## src/rtl/alu_writeback_stage_if.sv

```systemverilog
// Handshake bundle between the ALU output and the writeback stage,
// and between the stage and the register-file write port.
interface alu_writeback_stage_if #(
   parameter int unsigned WIDTH = 16,
   parameter int unsigned TAG_W = 4
);
   logic             in_valid;
   logic             in_ready;
   logic [4:0]       in_opcode;
   logic [TAG_W-1:0] in_dest;
   logic [WIDTH-1:0] in_r;
   logic             in_negative;
   logic             in_zero;
   logic             in_cout;
   logic             in_overflow;
   logic             in_div_invalid;
   logic             wb_valid;
   logic             wb_ready;
   logic [TAG_W-1:0] wb_dest;
   logic [WIDTH-1:0] wb_data;

   // ALU/producer side: drives beats in, consumes writeback.
   modport master (
      output in_valid, in_opcode, in_dest, in_r, in_negative, in_zero,
             in_cout, in_overflow, in_div_invalid, wb_ready,
      input  in_ready, wb_valid, wb_dest, wb_data
   );

   // Stage side.
   modport slave (
      input  in_valid, in_opcode, in_dest, in_r, in_negative, in_zero,
             in_cout, in_overflow, in_div_invalid, wb_ready,
      output in_ready, wb_valid, wb_dest, wb_data
   );
endinterface

```

## src/rtl/alu_writeback_stage.sv

```systemverilog
// ALU writeback stage: 2-entry in-order skid FIFO toward the register file,
// architectural CPSR {N,Z,C,V}, sticky division-fault status with a
// saturating fault counter. Optional performance counters are enabled by
// defining ALU_WB_PERF_EN.
module alu_writeback_stage #(
   parameter int unsigned WIDTH  = 16,
   parameter int unsigned TAG_W  = 4,
   parameter int unsigned FCNT_W = 8
) (
   input  logic              clk,
   input  logic              rst,
   alu_writeback_stage_if.slave bus,
   output logic [3:0]        cpsr,
   output logic              div_fault,
   output logic [FCNT_W-1:0] fault_cnt,
   input  logic              fault_clear
`ifdef ALU_WB_PERF_EN
   ,
   output logic [31:0]       perf_ops,
   output logic [31:0]       perf_stall
`endif
);

   localparam int unsigned DEPTH = 2;
   localparam logic [4:0]  OP_CMP_A = 5'b00101;
   localparam logic [4:0]  OP_CMP_B = 5'b11110;
   localparam logic [4:0]  OP_DIV   = 5'b01101;

   typedef struct packed {
      logic [TAG_W-1:0] dest;
      logic [WIDTH-1:0] data;
   } entry_t;

   entry_t            mem_q [DEPTH];
   entry_t            mem_d [DEPTH];
   logic              wr_ptr_q, wr_ptr_d;
   logic              rd_ptr_q, rd_ptr_d;
   logic [1:0]        count_q, count_d;
   logic [3:0]        cpsr_q, cpsr_d;
   logic              div_fault_q, div_fault_d;
   logic [FCNT_W-1:0] fault_cnt_q, fault_cnt_d;

   logic accept, is_cmp, is_div_fault, push, pop;

   // Handshake and classification of the current beat.
   always_comb begin
      accept       = bus.in_valid && bus.in_ready;
      is_cmp       = (bus.in_opcode == OP_CMP_A) || (bus.in_opcode == OP_CMP_B);
      is_div_fault = (bus.in_opcode == OP_DIV) && bus.in_div_invalid;
      push         = accept && !is_cmp && !is_div_fault;
      pop          = bus.wb_valid && bus.wb_ready;
   end

   // Next-state for FIFO pointers/storage, CPSR and fault status.
   always_comb begin
      mem_d       = mem_q;
      wr_ptr_d    = wr_ptr_q;
      rd_ptr_d    = rd_ptr_q;
      count_d     = count_q + 2'(push) - 2'(pop);
      cpsr_d      = cpsr_q;
      div_fault_d = div_fault_q;
      fault_cnt_d = fault_cnt_q;

      if (push) begin
         mem_d[wr_ptr_q] = '{dest: bus.in_dest, data: bus.in_r};
         wr_ptr_d        = ~wr_ptr_q;
      end
      if (pop) begin
         rd_ptr_d = ~rd_ptr_q;
      end

      if (accept && !is_div_fault) begin
         cpsr_d = {bus.in_negative, bus.in_zero, bus.in_cout, bus.in_overflow};
      end

      // A fault accepted together with a clear restarts the count at one.
      if (accept && is_div_fault) begin
         div_fault_d = 1'b1;
         if (fault_clear) begin
            fault_cnt_d = FCNT_W'(1);
         end else if (fault_cnt_q != '1) begin
            fault_cnt_d = fault_cnt_q + FCNT_W'(1);
         end
      end else if (fault_clear) begin
         div_fault_d = 1'b0;
         fault_cnt_d = '0;
      end
   end

   // Control/status registers with synchronous reset.
   always_ff @(posedge clk) begin
      if (rst) begin
         wr_ptr_q    <= 1'b0;
         rd_ptr_q    <= 1'b0;
         count_q     <= 2'd0;
         cpsr_q      <= 4'b0000;
         div_fault_q <= 1'b0;
         fault_cnt_q <= '0;
      end else begin
         wr_ptr_q    <= wr_ptr_d;
         rd_ptr_q    <= rd_ptr_d;
         count_q     <= count_d;
         cpsr_q      <= cpsr_d;
         div_fault_q <= div_fault_d;
         fault_cnt_q <= fault_cnt_d;
      end
   end

   // FIFO payload storage; contents are don't-care after reset.
   always_ff @(posedge clk) begin
      mem_q <= mem_d;
   end

   assign bus.in_ready = (count_q != 2'd2);
   assign bus.wb_valid = (count_q != 2'd0);
   assign bus.wb_dest  = mem_q[rd_ptr_q].dest;
   assign bus.wb_data  = mem_q[rd_ptr_q].data;
   assign cpsr         = cpsr_q;
   assign div_fault    = div_fault_q;
   assign fault_cnt    = fault_cnt_q;

`ifdef ALU_WB_PERF_EN
   logic [31:0] perf_ops_q, perf_ops_d;
   logic [31:0] perf_stall_q, perf_stall_d;

   // Wrapping counters of accepted beats and input stall cycles.
   always_comb begin
      perf_ops_d   = perf_ops_q + 32'(accept);
      perf_stall_d = perf_stall_q + 32'(bus.in_valid && !bus.in_ready);
   end

   // Performance counter registers.
   always_ff @(posedge clk) begin
      if (rst) begin
         perf_ops_q   <= 32'd0;
         perf_stall_q <= 32'd0;
      end else begin
         perf_ops_q   <= perf_ops_d;
         perf_stall_q <= perf_stall_d;
      end
   end

   assign perf_ops   = perf_ops_q;
   assign perf_stall = perf_stall_q;
`endif

endmodule

```

## src/flat_wrapper.sv

```systemverilog
// flat-port wrapper written by rule: the top's interface ports become plain ports
module alu_writeback_stage_flat 
#(
   parameter int unsigned WIDTH  = 16,
   parameter int unsigned TAG_W  = 4,
   parameter int unsigned FCNT_W = 8
)
  (clk, rst, cpsr, div_fault, fault_cnt, fault_clear, bus_in_valid, bus_in_opcode, bus_in_dest, bus_in_r, bus_in_negative, bus_in_zero, bus_in_cout, bus_in_overflow, bus_in_div_invalid, bus_wb_ready, bus_in_ready, bus_wb_valid, bus_wb_dest, bus_wb_data);
  alu_writeback_stage_if #(.WIDTH(WIDTH), .TAG_W(TAG_W)) bus_i ();
  input  logic clk;
  input  logic rst;
  output logic [3:0] cpsr;
  output logic div_fault;
  output logic [FCNT_W-1:0] fault_cnt;
  input  logic fault_clear;
  input wire logic [$bits(bus_i.in_valid)-1:0] bus_in_valid;
  input wire logic [$bits(bus_i.in_opcode)-1:0] bus_in_opcode;
  input wire logic [$bits(bus_i.in_dest)-1:0] bus_in_dest;
  input wire logic [$bits(bus_i.in_r)-1:0] bus_in_r;
  input wire logic [$bits(bus_i.in_negative)-1:0] bus_in_negative;
  input wire logic [$bits(bus_i.in_zero)-1:0] bus_in_zero;
  input wire logic [$bits(bus_i.in_cout)-1:0] bus_in_cout;
  input wire logic [$bits(bus_i.in_overflow)-1:0] bus_in_overflow;
  input wire logic [$bits(bus_i.in_div_invalid)-1:0] bus_in_div_invalid;
  input wire logic [$bits(bus_i.wb_ready)-1:0] bus_wb_ready;
  output wire logic [$bits(bus_i.in_ready)-1:0] bus_in_ready;
  output wire logic [$bits(bus_i.wb_valid)-1:0] bus_wb_valid;
  output wire logic [$bits(bus_i.wb_dest)-1:0] bus_wb_dest;
  output wire logic [$bits(bus_i.wb_data)-1:0] bus_wb_data;
  assign bus_i.in_valid = bus_in_valid;
  assign bus_i.in_opcode = bus_in_opcode;
  assign bus_i.in_dest = bus_in_dest;
  assign bus_i.in_r = bus_in_r;
  assign bus_i.in_negative = bus_in_negative;
  assign bus_i.in_zero = bus_in_zero;
  assign bus_i.in_cout = bus_in_cout;
  assign bus_i.in_overflow = bus_in_overflow;
  assign bus_i.in_div_invalid = bus_in_div_invalid;
  assign bus_i.wb_ready = bus_wb_ready;
  assign bus_in_ready = bus_i.in_ready;
  assign bus_wb_valid = bus_i.wb_valid;
  assign bus_wb_dest = bus_i.wb_dest;
  assign bus_wb_data = bus_i.wb_data;
  alu_writeback_stage #(.WIDTH(WIDTH), .TAG_W(TAG_W), .FCNT_W(FCNT_W)) u_core (.clk(clk), .rst(rst), .bus(bus_i), .cpsr(cpsr), .div_fault(div_fault), .fault_cnt(fault_cnt), .fault_clear(fault_clear));
endmodule
```

## config.mk

```make
export PLATFORM = sky130hd
export DESIGN_NAME = alu_writeback_stage_flat
export DESIGN_NICKNAME = d
export VERILOG_FILES = /design/src/rtl/alu_writeback_stage_if.sv /design/src/rtl/alu_writeback_stage.sv /design/src/flat_wrapper.sv
export SDC_FILE = /design/constraint.sdc
export NUM_CORES = 1
export LEC_CHECK = 0
export ABC_CLOCK_PERIOD_IN_PS = 3100
export CORE_MARGIN = 1
export CORE_UTILIZATION = 40
export DETAILED_ROUTE_END_ITERATION = 16
export GPL_TIMING_DRIVEN = 0
export HOLD_SLACK_MARGIN = 0.15
export PLACE_DENSITY = 0.7
export REMOVE_ABC_BUFFERS = 1
export SYNTH_ARGS = -nofsm -noshare
export SYNTH_HDL_FRONTEND = slang
export SYNTH_SLANG_ARGS = --single-unit
```

## constraint.sdc

```tcl
create_clock -name clk -period 3.1 [get_ports clk]
set_input_delay 0.465 -clock clk [delete_from_list [all_inputs] [get_ports clk]]
set_output_delay 0.465 -clock clk [all_outputs]
set_load 0.03 [all_outputs]
```

==> flow_summary.toml <==
[timing]
setup_viol = 0
fin_ws_ns = 0.311
slew_headroom_pct = 33.7
timing.clock.skew_ns = 0.00438
finalCriticalPeriod_ns = 2.79
max_freq_mhz = 359
finalHoldViolCount = 0
tns_ns = 0
fin_crit_sh_pct = 90.0
worst_pin_slew_ns = 0.994
rsz0062_at_grt = "false"
final_max_slew_viol_count = 0

[global_route]
grt_pass1_wl_mm = 6.84
grt_usage_pct = 15.0
grt_overflow = 0
grt_max_degree = 22
antenna_found_initial = 0
grt_pass1_vias = 1495

[detailed_routing]
drt_drc_violations_left = 0
ant_nets = 0
dr.pass1.iters = 4
drt-initial-drc-count = 81
via_count = 1568
wirelength_mm = 4.39
viasPerCell = 5.03
wl_per_cell_um = 14.1

[floorplan]
initial_core_util_pct = 41.8
core_mm2 = 0.00554
die-area_mm2 = 0.00609
ios = 70
rows = 27
die_h_um = 78.1
die_w_um = 78.1

[yosys]
syn_inst = 159
netlist_area_mm2 = 0.00231
synth_top_area_share_pct = 51.9
yosysWarningCount = 0
yosys.area.top_type = "edfxtp_1"
synth_area_leaders = "edfxtp_1, dfxtp_1, mux2_2, mux2i_1, ha_1"
synth-edff-count = 40
ys_async_sr_fraction_pct = 0
seq_area_frac_synth_pct = 66.6
syn_area_per_cell_um2 = 14.6
synthFlopType = "edfxtp_1"
synth_cell_types = 41
ys_ff_latch = 57

[cells_and_area]
multiInputGateArea_um2 = 733
drive_gt1_share_pct = 16.3
antenna_cells = 0
nNetsFinal = 274
nFillCells = 472
final-seq-area_mm2 = 0.00154
mostFrequentLayoutCells = "clkdlybuf4s50_1, edfxtp_1, mux2_2"
syn_to_final_growth_pct = 41.8
layout_commonest_cell = "clkdlybuf4s50_1"

[cts]
cts_setup_buffers = 0
cts_resized = 0
cts_tree = "yes"
postCtsHoldBufs = 0
cts_root_buf = "clkbuf_8"
clockBufferDepth = 2
cts_buffers = 9
clock_latency_ns = 0.32
numClockSinks = 57
cts-htree-levels = 3
path_clk_slew_ns = 0.06

[setup_path]
arrival_ns = 2.32
required_ns = 2.63
worstPathCellList = "mux2_2, clkdlybuf4s50_1"
crit_path_max_incr_delay_ns = 0.97
path_max_fanout = 21
cp-end-kind = "primary output"
cp_slowest_cell = "dfxtp_1"
worstSetupPathType = "reg2out"
critPathLaunchType = "flop"

[placed_design]
dp_hpwl_mm = 2.91
place.port_buffers = 69
gp_congestion = 0.846
dp_slack_ns = 0.0678

[power]
ir_drop_v = 0.000386
power_per_cell_area_mw_per_mm2 = 720
leakage_nw = 1.15

[run_status]
status = "finished, final reports clean"

[worst_hold_path]
min_path_type = "reg2reg"

[run]
maxCapViolations = 0
## registers in the layout (all words and copies together), names as in the netlist
register,count
u_core.count_q,2
u_core.cpsr,4
u_core.div_fault,1
u_core.fault_cnt,8
u_core.mem_q,40
u_core.rd_ptr_q,1
u_core.wr_ptr_q,1
## synth_stat cells (all sizes together) (3+ instances only)
cell,count
a21oi,4
clkbuf,3
dfxtp,17
edfxtp,40
ha,3
inv,7
mux2,20
mux2i,4
nand2,4
nand3,3
nand4,3
nor2,9
nor2b,4
o21ai,4
o31ai,3
## per-layer routing
metal / vias up / part of all wire [%] / wire (um) / GRT usage (%)
met3: 9 / 8.3 / 365 / 5.58
met1: 741 / 45 / 1990 / 18.5
li1: 758 / - / - / -
met2: 60 / 44 / 1950 / 22.9
met4: 0 / 1.9 / 84 / 7.78
met5: - / 0 / 0 / 0
## critical path, delay by kind of cell, from the launching register on
family,cells,cell delay [ns]
flip-flops,1,0.97
buffers and inverters,1,0.60
multiplexers,1,0.42
## cells by family after synthesis
logic type,count (synthesis),synth area share (%)
AOI/OAI and AO/OA,21,6.60
DFF,57,66.6
xor gates and xnor gates,3,1.14
buffers and inverters,11,1.84
adders and majority gates,3,1.62
muxes,24,11.5
and+or+nand+nor,40,10.8
## where the power goes
part | internal [mW] | switching, mW
combinational | 0.373 | 0.390
sequential | 0.923 | 0.0624
clock | 0.354 | 0.263
## layout make-up
cell class	instances	share of cell area [%]
flip-flops and latches	57	47.0
clock buffers	9	3.77
well taps	72	2.74
repair buffers	70	21.9
inverters	7	0.800
multi-input cells	91	22.3
clock inverters	6	1.52
## metrics by stage
stage,hold WS (ns),total power [mW],util (%),instances,cell area (um2)
after floorplan,0.458,1.45,-,155,2300
after global placement,0.459,1.74,55.6,296,3080
after detailed placement,0.474,1.77,56.1,297,3110
after CTS,0.483,2.40,59.3,312,3280
after global routing,0.512,2.48,59.3,312,3280
final,0.486,2.36,59.3,312,3280
## final timing paths
path	start	endpoint	slack, ns	depth (start not counted)
min	u_core.div_fault	u_core.div_fault	0.49	2
min reg2reg	u_core.div_fault	u_core.div_fault	0.49	2
max	u_core.rd_ptr_q	bus_wb_data[8]	0.31	2
max reg2reg	u_core.count_q[1]	u_core.mem_q[12]	0.80	3
Note: power is estimated with default switching activity, not from simulation.
